## src/rtl/isa_port_scheduler.sv

```systemverilog
// -----------------------------------------------------------------------------
// isa_port_scheduler
//
// Shares the single off-chip port between OPNUM ISA-fetch requesters and one
// data-transfer requester.
//
//  * ISA fetches are granted round-robin. The granted op gets a fetch command
//    carrying its ISA pointer, burst length and op index. The returned words
//    are steered to that op and counted. When the burst completes, the op's
//    pointer advances by the burst length.
//  * A data request passes its command word through unchanged. Its beats are
//    counted, and the port direction follows the request's write flag.
//
// Ports
//   clk, rst_n             clock; reset is asynchronous and active-high
//   cfg_base / cfg_num     per-op ISA base address / words per fetch (packed)
//   base_load              reload every pointer from cfg_base
//   cfg_req / isa_rdy      per-op fetch request / per-op word-accept ready
//   isa_vld / isa_idx      word valid toward the granted op / granted index
//   dat_req/wr/len/cmd     data-transfer request and its parameters
//   dat_ack / dat_done     request accepted / last beat done (pulses)
//   dat_beat               data-phase port handshake
//   cmd_vld/cmd_dat/cmd_rdy  command channel to the off-chip side
//   rx_vld / rx_rdy        ISA word return channel
//   port_oe                chip drives the port
//   busy                   scheduler not idle
// -----------------------------------------------------------------------------
module isa_port_scheduler #(
   parameter int OPNUM      = 6,
   parameter int ADDR_WIDTH = 16,
   parameter int LEN_WIDTH  = 8,
   parameter int PORT_WIDTH = 128,
   localparam int IDX_W     = (OPNUM > 1) ? $clog2(OPNUM) : 1
) (
   input  logic                          clk,
   input  logic                          rst_n,
   input  logic [OPNUM*ADDR_WIDTH-1:0]   cfg_base,
   input  logic [OPNUM*LEN_WIDTH-1:0]    cfg_num,
   input  logic                          base_load,
   input  logic [OPNUM-1:0]              cfg_req,
   input  logic [OPNUM-1:0]              isa_rdy,
   output logic                          isa_vld,
   output logic [IDX_W-1:0]              isa_idx,
   input  logic                          dat_req,
   input  logic                          dat_wr,
   input  logic [LEN_WIDTH-1:0]          dat_len,
   input  logic [PORT_WIDTH-1:0]         dat_cmd,
   output logic                          dat_ack,
   output logic                          dat_done,
   input  logic                          dat_beat,
   output logic                          cmd_vld,
   output logic [PORT_WIDTH-1:0]         cmd_dat,
   input  logic                          cmd_rdy,
   input  logic                          rx_vld,
   output logic                          rx_rdy,
   output logic                          port_oe,
   output logic                          busy
);

   typedef enum logic [2:0] {
      IDLE,
      ISA_CMD,
      ISA_RX,
      DAT_CMD,
      DAT_XFER
   } state_t;

   localparam logic [LEN_WIDTH-1:0] LEN_ONE   = LEN_WIDTH'(1);
   localparam logic [IDX_W-1:0]     IDX_ONE   = IDX_W'(1);
   localparam logic [IDX_W-1:0]     IDX_LAST  = IDX_W'(OPNUM - 1);
   localparam int                   LEN_LSB   = 1 + ADDR_WIDTH;
   localparam int                   IDX_LSB   = 1 + ADDR_WIDTH + LEN_WIDTH;

   state_t                  state_reg, state_next;
   logic [IDX_W-1:0]        grant_reg, grant_next;
   logic [IDX_W-1:0]        rr_reg, rr_next;
   logic [LEN_WIDTH-1:0]    len_reg, len_next;
   logic [LEN_WIDTH-1:0]    cnt_reg, cnt_next;
   logic                    wr_reg, wr_next;
   logic [PORT_WIDTH-1:0]   cmd_reg, cmd_next;
   logic [ADDR_WIDTH-1:0]   ptr_reg [OPNUM];

   logic [ADDR_WIDTH-1:0]   base_arr [OPNUM];
   logic [LEN_WIDTH-1:0]    num_arr  [OPNUM];
   logic [OPNUM-1:0]        eligible;
   logic [IDX_W-1:0]        grant_sel;
   logic                    grant_found;
   logic [IDX_W:0]          cand;
   logic [PORT_WIDTH-1:0]   isa_word;
   logic                    fetch_done;

   // Combinational output values before the reset gate
   logic                    isa_vld_c, dat_ack_c, dat_done_c, cmd_vld_c;
   logic                    rx_rdy_c, port_oe_c;
   logic [IDX_W-1:0]        isa_idx_c;
   logic [PORT_WIDTH-1:0]   cmd_dat_c;

   // Unpack per-op configuration; a zero-length op can never be granted.
   genvar gi;
   generate
      for (gi = 0; gi < OPNUM; gi++) begin : g_cfg
         assign base_arr[gi] = cfg_base[gi*ADDR_WIDTH +: ADDR_WIDTH];
         assign num_arr[gi]  = cfg_num[gi*LEN_WIDTH +: LEN_WIDTH];
         assign eligible[gi] = cfg_req[gi] && (num_arr[gi] != '0);
      end
   endgenerate

   // Round-robin search starting at rr_reg. Walk offsets from high to low so
   // the smallest offset (closest to rr_reg) is the last assignment and wins.
   always_comb begin
      grant_found = 1'b0;
      grant_sel   = '0;
      cand        = '0;
      for (int k = OPNUM - 1; k >= 0; k--) begin
         cand = {1'b0, rr_reg} + (IDX_W+1)'(k);
         if (cand >= (IDX_W+1)'(OPNUM)) begin
            cand = cand - (IDX_W+1)'(OPNUM);
         end
         if (eligible[cand[IDX_W-1:0]]) begin
            grant_found = 1'b1;
            grant_sel   = cand[IDX_W-1:0];
         end
      end
   end

   // Fetch command for the candidate grant, built at grant time so the word
   // stays stable through ISA_CMD even if the pointers are reloaded meanwhile.
   always_comb begin
      isa_word                        = '0;
      isa_word[1 +: ADDR_WIDTH]       = ptr_reg[grant_sel];
      isa_word[LEN_LSB +: LEN_WIDTH]  = num_arr[grant_sel];
      isa_word[IDX_LSB +: IDX_W]      = grant_sel;
   end

   // Next-state and output logic
   always_comb begin
      state_next  = state_reg;
      grant_next  = grant_reg;
      rr_next     = rr_reg;
      len_next    = len_reg;
      cnt_next    = cnt_reg;
      wr_next     = wr_reg;
      cmd_next    = cmd_reg;
      fetch_done  = 1'b0;
      isa_vld_c   = 1'b0;
      isa_idx_c   = '0;
      dat_ack_c   = 1'b0;
      dat_done_c  = 1'b0;
      cmd_vld_c   = 1'b0;
      cmd_dat_c   = '0;
      rx_rdy_c    = 1'b0;
      port_oe_c   = 1'b0;

      unique case (state_reg)
         IDLE: begin
            if (dat_req) begin
               dat_ack_c = 1'b1;
               if (dat_len == '0) begin
                  dat_done_c = 1'b1;
               end else begin
                  len_next   = dat_len;
                  wr_next    = dat_wr;
                  cmd_next   = dat_cmd;
                  cnt_next   = '0;
                  state_next = DAT_CMD;
               end
            end else if (grant_found) begin
               grant_next = grant_sel;
               len_next   = num_arr[grant_sel];
               cmd_next   = isa_word;
               cnt_next   = '0;
               state_next = ISA_CMD;
            end
         end

         ISA_CMD: begin
            cmd_vld_c = 1'b1;
            cmd_dat_c = cmd_reg;
            port_oe_c = 1'b1;
            isa_idx_c = grant_reg;
            if (cmd_rdy) begin
               cnt_next   = '0;
               state_next = ISA_RX;
            end
         end

         ISA_RX: begin
            rx_rdy_c  = isa_rdy[grant_reg];
            isa_vld_c = rx_vld;
            isa_idx_c = grant_reg;
            if (rx_vld && isa_rdy[grant_reg]) begin
               if (cnt_reg == len_reg - LEN_ONE) begin
                  fetch_done = 1'b1;
                  rr_next    = (grant_reg == IDX_LAST) ? '0 : grant_reg + IDX_ONE;
                  state_next = IDLE;
               end else begin
                  cnt_next = cnt_reg + LEN_ONE;
               end
            end
         end

         DAT_CMD: begin
            cmd_vld_c = 1'b1;
            cmd_dat_c = cmd_reg;
            port_oe_c = 1'b1;
            if (cmd_rdy) begin
               cnt_next   = '0;
               state_next = DAT_XFER;
            end
         end

         DAT_XFER: begin
            port_oe_c = wr_reg;
            if (dat_beat) begin
               if (cnt_reg == len_reg - LEN_ONE) begin
                  dat_done_c = 1'b1;
                  state_next = IDLE;
               end else begin
                  cnt_next = cnt_reg + LEN_ONE;
               end
            end
         end

         default: begin
            state_next = IDLE;
         end
      endcase
   end

   // Control state
   always_ff @(posedge clk or posedge rst_n) begin
      if (rst_n) begin
         state_reg <= IDLE;
         grant_reg <= '0;
         rr_reg    <= '0;
         len_reg   <= '0;
         cnt_reg   <= '0;
         wr_reg    <= 1'b0;
         cmd_reg   <= '0;
      end else begin
         state_reg <= state_next;
         grant_reg <= grant_next;
         rr_reg    <= rr_next;
         len_reg   <= len_next;
         cnt_reg   <= cnt_next;
         wr_reg    <= wr_next;
         cmd_reg   <= cmd_next;
      end
   end

   // ISA pointers. A reload takes priority over a completing fetch's advance.
   always_ff @(posedge clk or posedge rst_n) begin
      if (rst_n) begin
         for (int i = 0; i < OPNUM; i++) begin
            ptr_reg[i] <= '0;
         end
      end else if (base_load) begin
         for (int i = 0; i < OPNUM; i++) begin
            ptr_reg[i] <= base_arr[i];
         end
      end else if (fetch_done) begin
         ptr_reg[grant_reg] <= ptr_reg[grant_reg] + ADDR_WIDTH'(len_reg);
      end
   end

   // Several outputs follow live inputs combinationally (e.g. dat_ack from
   // dat_req). They are forced low while reset is held, so nothing leaks out
   // during reset.
   assign isa_vld  = isa_vld_c  & ~rst_n;
   assign isa_idx  = rst_n ? '0 : isa_idx_c;
   assign dat_ack  = dat_ack_c  & ~rst_n;
   assign dat_done = dat_done_c & ~rst_n;
   assign cmd_vld  = cmd_vld_c  & ~rst_n;
   assign cmd_dat  = rst_n ? '0 : cmd_dat_c;
   assign rx_rdy   = rx_rdy_c   & ~rst_n;
   assign port_oe  = port_oe_c  & ~rst_n;
   assign busy     = (state_reg != IDLE) & ~rst_n;

endmodule

```

## config.mk

```make
export PLATFORM = sky130hd
export DESIGN_NAME = isa_port_scheduler
export DESIGN_NICKNAME = d
export VERILOG_FILES = /design/src/rtl/isa_port_scheduler.sv
export SDC_FILE = /design/constraint.sdc
export NUM_CORES = 1
export LEC_CHECK = 0
export BUFFER_PORTS_ARGS = -buffer_cell sky130_fd_sc_hd__buf_4
export CAP_MARGIN = 0
export CORE_MARGIN = 8
export CORE_UTILIZATION = 58
export DETAILED_ROUTE_END_ITERATION = 8
export PLACE_DENSITY = 0.87
export SYNTH_ARGS = -nofsm -noshare
export SYNTH_HDL_FRONTEND = slang
export SYNTH_SLANG_ARGS = --single-unit
```

## constraint.sdc

```tcl
create_clock -name clk -period 38.4 [get_ports clk]
set_input_delay 11.52 -clock clk [delete_from_list [all_inputs] [get_ports clk]]
set_output_delay 11.52 -clock clk [all_outputs]
set_load 0.02 [all_outputs]
```

==> impl_results.md, run 1 <==
- P per Cell Area: 66.28 mW/mm²
- Min-Delay Endpoint: cmd_reg[110]
- Final Util: 0.7480
- Syn Nets: 2140
- Setup Buffers After CTS: 0
- Setup Viol. Count Final: 0
- Drt wl/cell: 21.96 µm
- Resize count post-CTS: 0
- Reg2Reg Setup Slack: 33.06 ns
- Final Non-Filler Cells: 2528
- Top cells by area, synth: dfrtp_1 (39%), mux2i_1 (8.3%), nand2_1 (8.2%), o21ai_0 (6.9%), and2_1 (5.2%)
- Drt pass-1 iters: 5
- Port Buf Inserts: 437
- Flops & latches, synth: 250
- Initial antenna violation count: 3
- Critical Path, Cell by Cell: buf_4, nor2_4, buf_4, and2_1, buf_4
- # hold bufs at CTS: 0
- Vias: 15510
- CTS Buf Count: 28
- Vias in the first global route: 15490
- Pwr Total: 1.336 mW
- Number of I/O pins: 438
- Post-synthesis sequential area ratio: 0.3922
- Hold WC Path Type: reg2reg
- Post-synth top area cell: dfrtp_1
- GP Congestion: 0.9530
- DP Area: 0.01919 mm²
- First-pass GRT wire length: 85930 µm
- Syn avg cell area: 8.759 µm²
- Design Area, Final: 0.02016 mm²
- Placed Cells: 2475
- DRC Markers: 0
- Initial Util: 0.5918
- Crit path DAT: 13.54 ns
- Critical path's slowest cell: nor2_4
- H-tree Lvls: 1
- Initial DRC count: 1567
- Chip Width: 181.8 µm
- Vias per cell: 6.137
- Area added between synthesis and finish: 26.38%
- Core area: 0.02695 mm²
- Grt ovf: 0
- Synth Flop Type: dfrtp_1
- Max reg flops: 128
- Total GRT Usage: 0.3214
- Leak: 10.04 nW
- Post-layout net count: 2483
- CTS tree: done
- DP HPWL: 40960 µm
- CP Max Fanout: 91
- CTS Buffer Depth: 3
- Cell with the most instances after synthesis: nand2_1
- Final Skew: 0.01615 ns
- Place WS: 13.42 ns
- Final Hold Vio Count: 0
- RSZ-0062 raised after global routing: false
- Worst-path clk slew: 0.06 ns
- Achievable Freq: 39.90 MHz
- Synth top cells by count: nand2_1 (348), dfrtp_1 (250), o21ai_0 (220)
- TNS Setup: 0 ns
- Die area: 0.03306 mm²
- Hold-critical path depth: 2
- Num rows: 60
- Post-synth EDFFs: 0
- Hold slack: 0.4721 ns
- Crit start category: input pin
- CTS sink cnt: 250
- Slowest stage delay, CP: 0.76 ns
- Status: finished, final reports clean
- CP Capture Type: output pin
- Yosys cell types: 80
- Worst-Skew Late Latency: 0.56 ns
- Crit share post-route: 0.6527
- Post-route ant nets: 0
- Layout cells sized above 1: 0.2697
- Tmin final: 25.06 ns
- Min-Delay Startpoint: cmd_reg[110]
- Cell mode on critical path: buf_4
- Ys async rst share: 1.000
- Setup CP Type: in2out
- Root Buffer: clkbuf_16
- Worst flop-to-flop path endpoint: cmd_reg[12]
- Worst slew pin tran: 1.265 ns
- Synth warnings: 0
- DRT Wirelength: 55530 µm
- Worst vdd ir: 0.06123 mV
- Max-Cap Viols: 0
- Top-area cell type share of the netlist area: 0.3922
- Die Y: 181.8 µm
- Post-Syn Instances: 1821
- Max-slew violation count: 0
- Critical Path RT: 26.88 ns
- R2r startpoint: rr_reg[0]
- Reg2Reg Depth: 12
- Largest net degree at the start of global routing: 239
- Slew HR: 0.1547
- Synth Cell Area: 0.01595 mm²
- Final WS setup: 13.34 ns
==> where the power goes <==
group / switching [mW] / internal (mW)
Clock: 0.111 / 0.169
Sequential: 0.0718 / 0.353
Combinational: 0.388 / 0.244
Total: 0.570 / 0.766
==> worst max-delay path by stage <==
stage / end / cells after the start / from
after floorplan: isa_vld / 3 / rst_n
after global placement: cmd_dat[112] / 5 / rst_n
after detailed placement: cmd_dat[53] / 5 / rst_n
after CTS: cmd_dat[118] / 5 / rst_n
after global routing: cmd_dat[118] / 5 / rst_n
final: cmd_dat[80] / 5 / rst_n
==> kinds of logic after synthesis <==
group | share of synthesized area
adders and majority gates | 0.01538
muxes | 0.1435
and+or+nand+nor | 0.1991
AOI/OAI and AO/OA | 0.1824
DFF | 0.3922
xor gates and xnor gates | 0.01977
buffers and inverters | 0.04769
==> cell usage in the layout, fill, tap and decap left out, types with 5 or more instances in the layout <==
master / netlist / layout
and2_1: 132 / 132
dfrtp_1: 250 / 249
inv_1: 43 / 42
mux2_2: 46 / 46
xnor2_1: 21 / 21
and3_1: 7 / 7
nand3b_1: 8 / 8
o21a_1: 7 / 7
o311ai_0: 7 / 7
mux4_2: 17 / 17
nand3_1: 24 / 24
mux2i_1: 133 / 133
nand2_1: 348 / 348
nor3b_1: 7 / 7
a211oi_1: 32 / 32
clkbuf_1: 87 / 5
a2111oi_2: 6 / 6
clkbuf_16: 0 / 28
or4_1: 9 / 9
ha_1: 18 / 18
o211ai_1: 9 / 9
xor2_1: 15 / 15
o211a_1: 5 / 5
nor4_1: 15 / 15
nand2b_1: 11 / 11
a211o_1: 6 / 6
nor3_1: 19 / 19
clkinv_2: 0 / 6
o21ai_0: 220 / 220
a21o_1: 14 / 14
o22ai_1: 18 / 18
nor2b_1: 6 / 6
buf_4: 3 / 448
mux2_1: 5 / 5
nor2_1: 58 / 56
a21oi_1: 75 / 75
==> layout make-up <==
cell class / count / area, µm²
clock buffer: 37 / 774.5
antenna: 3 / 7.507
timing repair buffer: 449 / 3383
clock inverter: 13 / 183.9
inverter: 44 / 172.7
multi-input combinational: 1391 / 8952
sequential: 250 / 6257
fill: 1927 / 6793
tap: 341 / 426.7
==> routing by layer <==
layer	vias to the layer above	wire length [µm]	part of all wire	GRT usage
li1	7088	-	-	-
met2	867	26720	0.48	0.5271
met1	7380	21370	0.38	0.3914
met5	-	0	0	0
met4	0	2649	0.048	0.1725
met3	179	4785	0.086	0.07026
==> critical path: cells and delay by family <==
family	cells	cell delay, ns
buffers and inverters	3	0.98
and+or+nand+nor	2	0.99
Note: power is estimated with default switching activity, not from simulation.
==> run 2: changes to the inputs <==
--- a/config.mk
+++ b/config.mk
@@ -8,9 +8,9 @@
 export BUFFER_PORTS_ARGS = -buffer_cell sky130_fd_sc_hd__buf_4
 export CAP_MARGIN = 0
 export CORE_MARGIN = 8
-export CORE_UTILIZATION = 58
+export CORE_UTILIZATION = 54
 export DETAILED_ROUTE_END_ITERATION = 8
-export PLACE_DENSITY = 0.87
+export PLACE_DENSITY = 0.82
 export SYNTH_ARGS = -nofsm -noshare
 export SYNTH_HDL_FRONTEND = slang
 export SYNTH_SLANG_ARGS = --single-unit
==> constraint.sdc (replaced) <==
create_clock -name clk -period 25.8 [get_ports clk]
set_input_delay 7.74 -clock clk [delete_from_list [all_inputs] [get_ports clk]]
set_output_delay 7.74 -clock clk [all_outputs]
set_load 0.02 [all_outputs]
==> run 2 against run 1 <==
Effect of this change:
- final cell count is 2.1% higher
- utilization decreased by 5.8 points
- sequential cell count did not move
- non-clock buffer count up 3
- critical path type unchanged
==> impl_results.md, run 2 (synthesized netlist as in run 1, its figures left out) <==
- Resize count post-CTS: 0 (unchanged)
- Crit share post-route: 0.6710
- Vias per cell: 5.977 (-2.6%)
- Root Buffer: clkbuf_16
- Worst vdd ir: 0.06201 mV (+1.3%)
- First-pass GRT wire length: 87820 µm (+2.2%)
- Crit path launch: rst_n
- CTS tree: done
- Drt wl/cell: 21.86 µm (-0.49%)
- CP bufs+invs: 3 (unchanged)
- Grt ovf: 0 (unchanged)
- Worst-Skew Late Latency: 0.55 ns (about the same)
- Final WS setup: 8.489 ns (-4.848 ns)
- GP Congestion: 0.9491 (-0.41%)
- Worst slew pin tran: 1.296 ns (+0.03114 ns)
- Place WS: 8.531 ns (-4.893 ns)
- Cell mode on critical path: buf_4
- Largest net degree at the start of global routing: 128 (-46%)
- Final Skew: 0.01235 ns (-0.003804 ns)
- Top delay family on crit path: buffers and inverters
- Setup Buffers After CTS: 0 (unchanged)
- Reg2Reg Setup Slack: 19.38 ns (-13.68 ns)
- CP endpoint: cmd_dat[46]
- Slew HR: 0.1350 (-0.01965)
- Drt pass-1 iters: 7 (+2)
- DRT Wirelength: 56420 µm (+1.6%)
- Core area: 0.02940 mm² (+9.1%)
- Worst-path clk slew: 0.05 ns (about the same)
- Critical Path RT: 18.06 ns (-8.82 ns)
- Power Internal: 1.166 mW (+52%)
- TNS Setup: 0 ns (unchanged)
- Tmin final: 17.31 ns
- Switch Pwr: 857.6 µW (+50%)
- Max-Cap Viols: 0 (unchanged)
- Leak: 10.07 nW (+0.28%)
- Initial Util: 0.5425 (-0.04934)
- Num rows: 63 (+5.0%)
- R2r startpoint: rr_reg[0]
- Initial antenna violation count: 5 (+2)
- Comb power frac: 0.468 (-0.005)
- CP Capture Type: output pin
- Setup CP Type: in2out
- Vias in the first global route: 15540 (+0.27%)
- Max reg flops: 128 (unchanged)
- Max-slew violation count: 0 (unchanged)
- Post-route ant nets: 0 (unchanged)
- CTS sink cnt: 250 (unchanged)
- Reg power frac: 0.315 (-0.003)
- P per Cell Area: 99.70 mW/mm² (+50%)
- Crit start category: input pin
- H-tree Lvls: 1 (unchanged)
- Final Hold Vio Count: 0 (unchanged)
- Total stage count of the critical path: 5 (unchanged)
- Crit path DAT: 9.57 ns (-3.97 ns)
- Status: finished, final reports clean
- Die area: 0.03529 mm² (+6.7%)
- CTS Buffer Depth: 3 (unchanged)
- Area added between synthesis and finish: 27.23%
- Hold WC Path Type: reg2reg
- Sw frac: 0.4239 (-0.003064)
- Port Buf Inserts: 437 (unchanged)
- Chip Width: 187.9 µm (+3.3%)
- Setup Viol. Count Final: 0 (unchanged)
- Reg2Reg Depth: 14 (+2)
- Clock network power share: 0.218 (+0.009)
- CP Max Fanout: 109 (+20%)
- Post-layout net count: 2486 (+0.12%)
- Slowest stage delay, CP: 0.70 ns (-0.06 ns)
- Vias: 15430 (-0.57%)
- DP HPWL: 41090 µm (+0.31%)
- Leading cell type in the layout, fill and taps excluded: buf_4
- Critical Path, Cell by Cell: buf_4, nor2_4, buf_4, and2_1, buf_4
- Most frequent cells in the layout: buf_4 (452), nand2_1 (348), dfrtp_1 (249)
- Number of I/O pins: 438 (unchanged)
- Total GRT Usage: 0.3072 (-0.01417)
- Pwr Total: 2.023 mW (+51%)
- DRC Markers: 0 (unchanged)
- Critical path's slowest cell: buf_4
- Achievable Freq: 57.77 MHz
- Die Y: 187.9 µm (+3.3%)
- Layout cells sized above 1: 0.2702 (+0.0005446)
- CTS Buf Count: 28 (unchanged)
- # hold bufs at CTS: 0 (unchanged)
- RSZ-0062 raised after global routing: false
- Hold slack: 0.4687 ns (-0.003355 ns)
- Worst flop-to-flop path endpoint: cmd_reg[11]
- Initial DRC count: 1653 (+5.5%)
==> run 2: cell types whose count changed in the layout (fill, tap and decap cells not counted), moves of 2 or more <==
cell       delta
clkinv_2      -4
clkbuf_8      +2
buf_4         +4
bufinv_16     +2
==> run 2: worst min path at each step <==
stage | start | end | slack [ns] | cells past startpoint
6_report | cmd_reg[124] | cmd_reg[124] | 0.47 | 2
5_1_grt | cmd_reg[30] | cmd_reg[30] | 0.50 | 2
4_1_cts | cmd_reg[27] | cmd_reg[27] | 0.48 | 2
3_5_place_dp | cmd_reg[27] | cmd_reg[27] | 0.46 | 2
3_3_place_gp | cmd_reg[29] | cmd_reg[29] | 0.46 | 2
2_1_floorplan | cmd_reg[0] | cmd_reg[0] | 0.44 | 2
==> run 2: cell type report <==
cell class / instances / area (µm²)
diodes: 4 / 10.01
clock buffers: 40 / 805.8
clock inverters: 10 / 214.0
fillers: 2340 / 9109
inverters: 44 / 172.7
multi-input cells: 1391 / 8952
flip-flops and latches: 250 / 6257
well taps: 390 / 488.0
repair buffers: 452 / 3393
==> run 2: worst reg2reg max path: stages, from the launching register on <==
cell,delay (ns)
dfrtp_1,0.33
buf_4,0.45
inv_1,0.55
ha_1,0.67
inv_1,0.18
a211o_1,0.29
and2_1,0.20
a211o_1,0.35
a211oi_1,0.35
a31o_4,0.76
buf_4,0.83
buf_4,0.81
a21oi_1,0.19
a21oi_1,0.20
a211oi_1,0.08
==> run 2: per-stage QoR <==
stage / std cells / util / instance area, µm²
2_1_floorplan: 1821 / - / 15950
4_1_cts: 2577 / 0.6899 / 20280
3_5_place_dp: 2527 / 0.6552 / 19260
3_3_place_gp: 2527 / 0.6552 / 19260
5_1_grt: 2581 / 0.6902 / 20290
6_report: 2581 / 0.6902 / 20290
==> run 2: power by group through the flow <==
| stage | Clock, mW | Sequential [mW] | Combinational [mW] |
|---|---|---|---|
| finish | 0.440 | 0.637 | 0.946 |
| global route | 0.462 | 0.651 | 1.03 |
| CTS | 0.445 | 0.634 | 0.936 |
| detailed placement | 0 | 0.640 | 0.929 |
| global placement | 0 | 0.638 | 0.899 |
| floorplan | 0 | 0.581 | 0.688 |
==> run 2: metal layers <==
layer,vias to the layer above,share of wire,GRT usage
met5,-,0.00023,0
met4,2,0.039,0.1215
met3,142,0.081,0.05944
met2,781,0.48,0.5078
met1,7411,0.40,0.3927
li1,7090,-,-
==> run 3: changes to the inputs <==
--- a/config.mk
+++ b/config.mk
@@ -8,9 +8,9 @@
 export BUFFER_PORTS_ARGS = -buffer_cell sky130_fd_sc_hd__buf_4
 export CAP_MARGIN = 0
 export CORE_MARGIN = 8
-export CORE_UTILIZATION = 54
+export CORE_UTILIZATION = 49
 export DETAILED_ROUTE_END_ITERATION = 8
-export PLACE_DENSITY = 0.82
+export PLACE_DENSITY = 0.78
 export SYNTH_ARGS = -nofsm -noshare
 export SYNTH_HDL_FRONTEND = slang
 export SYNTH_SLANG_ARGS = --single-unit
==> constraint.sdc (replaced) <==
create_clock -name clk -period 14.3 [get_ports clk]
set_input_delay 4.29 -clock clk [delete_from_list [all_inputs] [get_ports clk]]
set_output_delay 4.29 -clock clk [all_outputs]
set_load 0.02 [all_outputs]
==> run 3 against run 2 <==
Effect of this change:
- wire length is 1.8% lower
- critical endpoint is now cmd_dat[72]
- final cell count is 2.0% higher
- worst hold slack better by 0.0011 ns
- critical path type unchanged
- largest cell class unchanged
==> impl_results.md, run 3 (synthesized netlist as in run 1, its figures left out) <==
- DRC Markers: 0 (unchanged)
- Final Skew: 0.01823 ns (+0.005888 ns)
- Largest net degree at the start of global routing: 142 (+11%)
- Max-Cap Viols: 0 (unchanged)
- Initial DRC count: 1222 (-26%)
- P per Cell Area: 175.8 mW/mm² (+76%)
- Critical Path RT: 10.01 ns (-8.05 ns)
- RSZ-0062 raised after global routing: false
- R2r startpoint: rr_reg[0]
- GP Congestion: 0.9443 (-0.51%)
- Setup CP Type: in2out
- Crit path launch: rst_n
- Max-slew violation count: 0 (unchanged)
- Most frequent cells in the layout: buf_4 (455), nand2_1 (348), dfrtp_1 (249)
- Setup Buffers After CTS: 0 (unchanged)
- Crit path DAT: 6.27 ns (-3.30 ns)
- Max reg flops: 128 (unchanged)
- Total GRT Usage: 0.2753 (-0.03192)
- TNS Setup: 0 ns (unchanged)
- CP bufs+invs: 3 (unchanged)
- Drt wl/cell: 21.05 µm (-3.7%)
- CP Max Fanout: 80 (-27%)
- CTS sink cnt: 250 (unchanged)
- Slew HR: 0.2425 (+0.1074)
- Root Buffer: clkbuf_16
- Min-Delay Startpoint: cmd_reg[108]
- Top delay family on crit path: simple AND/OR/NAND/NOR gates
- Setup Viol. Count Final: 0 (unchanged)
- Initial antenna violation count: 3 (-2)
- CP Capture Type: output pin
- Drt pass-1 iters: 6 (-1)
- Leak: 10.05 nW (-0.22%)
- Status: finished, final reports clean
- Crit start category: input pin
- Slowest stage delay, CP: 0.79 ns (+0.09 ns)
- Hold slack: 0.4699 ns (+0.001149 ns)
- Critical path's slowest cell: nor2_4
- Design Area, Final: 0.02029 mm² (about the same)
- Multi-input gate area: 0.008952 mm² (unchanged)
- Core area: 0.03229 mm² (+9.8%)
- Post-route ant nets: 0 (unchanged)
- Worst vdd ir: 0.1001 mV (+61%)
- Crit share post-route: 0.7382
- Chip Width: 196.4 µm (+4.6%)
- # hold bufs at CTS: 0 (unchanged)
- Die Y: 196.4 µm (+4.6%)
- Area added between synthesis and finish: 27.20% (about the same)
- Critical Path, Cell by Cell: buf_4, nor2_4, buf_4, and2_1, buf_4
- DP Area: 0.01935 mm² (+0.44%)
- Worst-path clk slew: 0.06 ns (about the same)
- Vias: 15190 (-1.5%)
- Number of I/O pins: 438 (unchanged)
- Post-layout net count: 2488 (+0.080%)
- Final WS setup: 3.744 ns (-4.746 ns)
- DP HPWL: 41510 µm (+1.0%)
- DRT Wirelength: 55420 µm (-1.8%)
- Achievable Freq: 94.73 MHz
- Initial Util: 0.4940 (-0.04850)
- Port Buf Inserts: 437 (unchanged)
- Final Util: 0.6284 (-0.06182)
- CTS tree: done
- CTS Buf Count: 27 (-3.6%)
- Register Area: 0.006257 mm² (unchanged)
- Grt ovf: 0 (unchanged)
- Layout cells sized above 1: 0.2719 (+0.001705)
- Vias in the first global route: 14990 (-3.5%)
- Leading cell type in the layout, fill and taps excluded: buf_4
- Cell mode on critical path: buf_4
- CTS Buffer Depth: 3 (unchanged)
- H-tree Lvls: 1 (unchanged)
- Vias per cell: 5.771 (-3.5%)
- Worst slew pin tran: 1.135 ns (-0.1610 ns)
- Final Non-Filler Cells: 2632 (+2.0%)
- Placed Cells: 2582 (+2.2%)
- First-pass GRT wire length: 85680 µm (-2.4%)
- Tmin final: 10.56 ns
- Num rows: 66 (+4.8%)
- Pwr Total: 3.566 mW (+76%)
- Resize count post-CTS: 0 (unchanged)
- Worst-Skew Late Latency: 0.56 ns (about the same)
- Hold WC Path Type: reg2reg
- Place WS: 3.723 ns (-4.808 ns)
- Final Hold Vio Count: 0 (unchanged)
- Number of fillers in the final layout: 2772 (+18%)
- Die area: 0.03858 mm² (+9.3%)
run 3: area by class of cell:
class / count / share of cell area
flip-flops and latches: 250 / 0.3084
clock inverters: 11 / 0.007585
inverters: 44 / 0.008325
multi-input cells: 1391 / 0.4412
repair buffers: 455 / 0.1684
clock buffers: 37 / 0.03860
diodes: 2 / 0.0002467
well taps: 442 / 0.02726
run 3: routing by layer:
| metal | part of all wire | routed length [µm] | vias to the layer above | global-route usage |
|---|---|---|---|---|
| met5 | 0 | 0 | - | 0 |
| met4 | 0.036 | 2020 | 0 | 0.1011 |
| met3 | 0.076 | 4222 | 126 | 0.05134 |
| met2 | 0.48 | 26500 | 671 | 0.4599 |
| met1 | 0.41 | 22670 | 7299 | 0.3529 |
| li1 | - | - | 7092 | - |
run 3: tightest hold or removal path, delay by kind of cell, from the launching register on:
family             cells  cell delay [ns]
AOI/OAI and AO/OA      1             0.06
DFF                    1             0.33
and+or+nand+nor        1             0.04
run 3: path summary, 6_finish.rpt:
path | slack, ns | cells past startpoint | endpoint
setup / recovery | 3.74 | 5 | cmd_dat[72]
hold / removal | 0.47 | 2 | cmd_reg[108]
setup reg to reg | 8.68 | 11 | cmd_reg[65]
hold reg to reg | 0.47 | 2 | cmd_reg[108]
max in group asynchronous | 8.15 | 4 | ptr_reg[29]
min in group asynchronous | 3.94 | 2 | cmd_reg[33]
run 3: power breakdown:
group / internal, mW / switching, mW / total, mW
clock: 0.438 / 0.300 / 0.738
sequential: 0.947 / 0.182 / 1.13
combinational: 0.660 / 1.04 / 1.70
total: 2.04 / 1.52 / 3.57
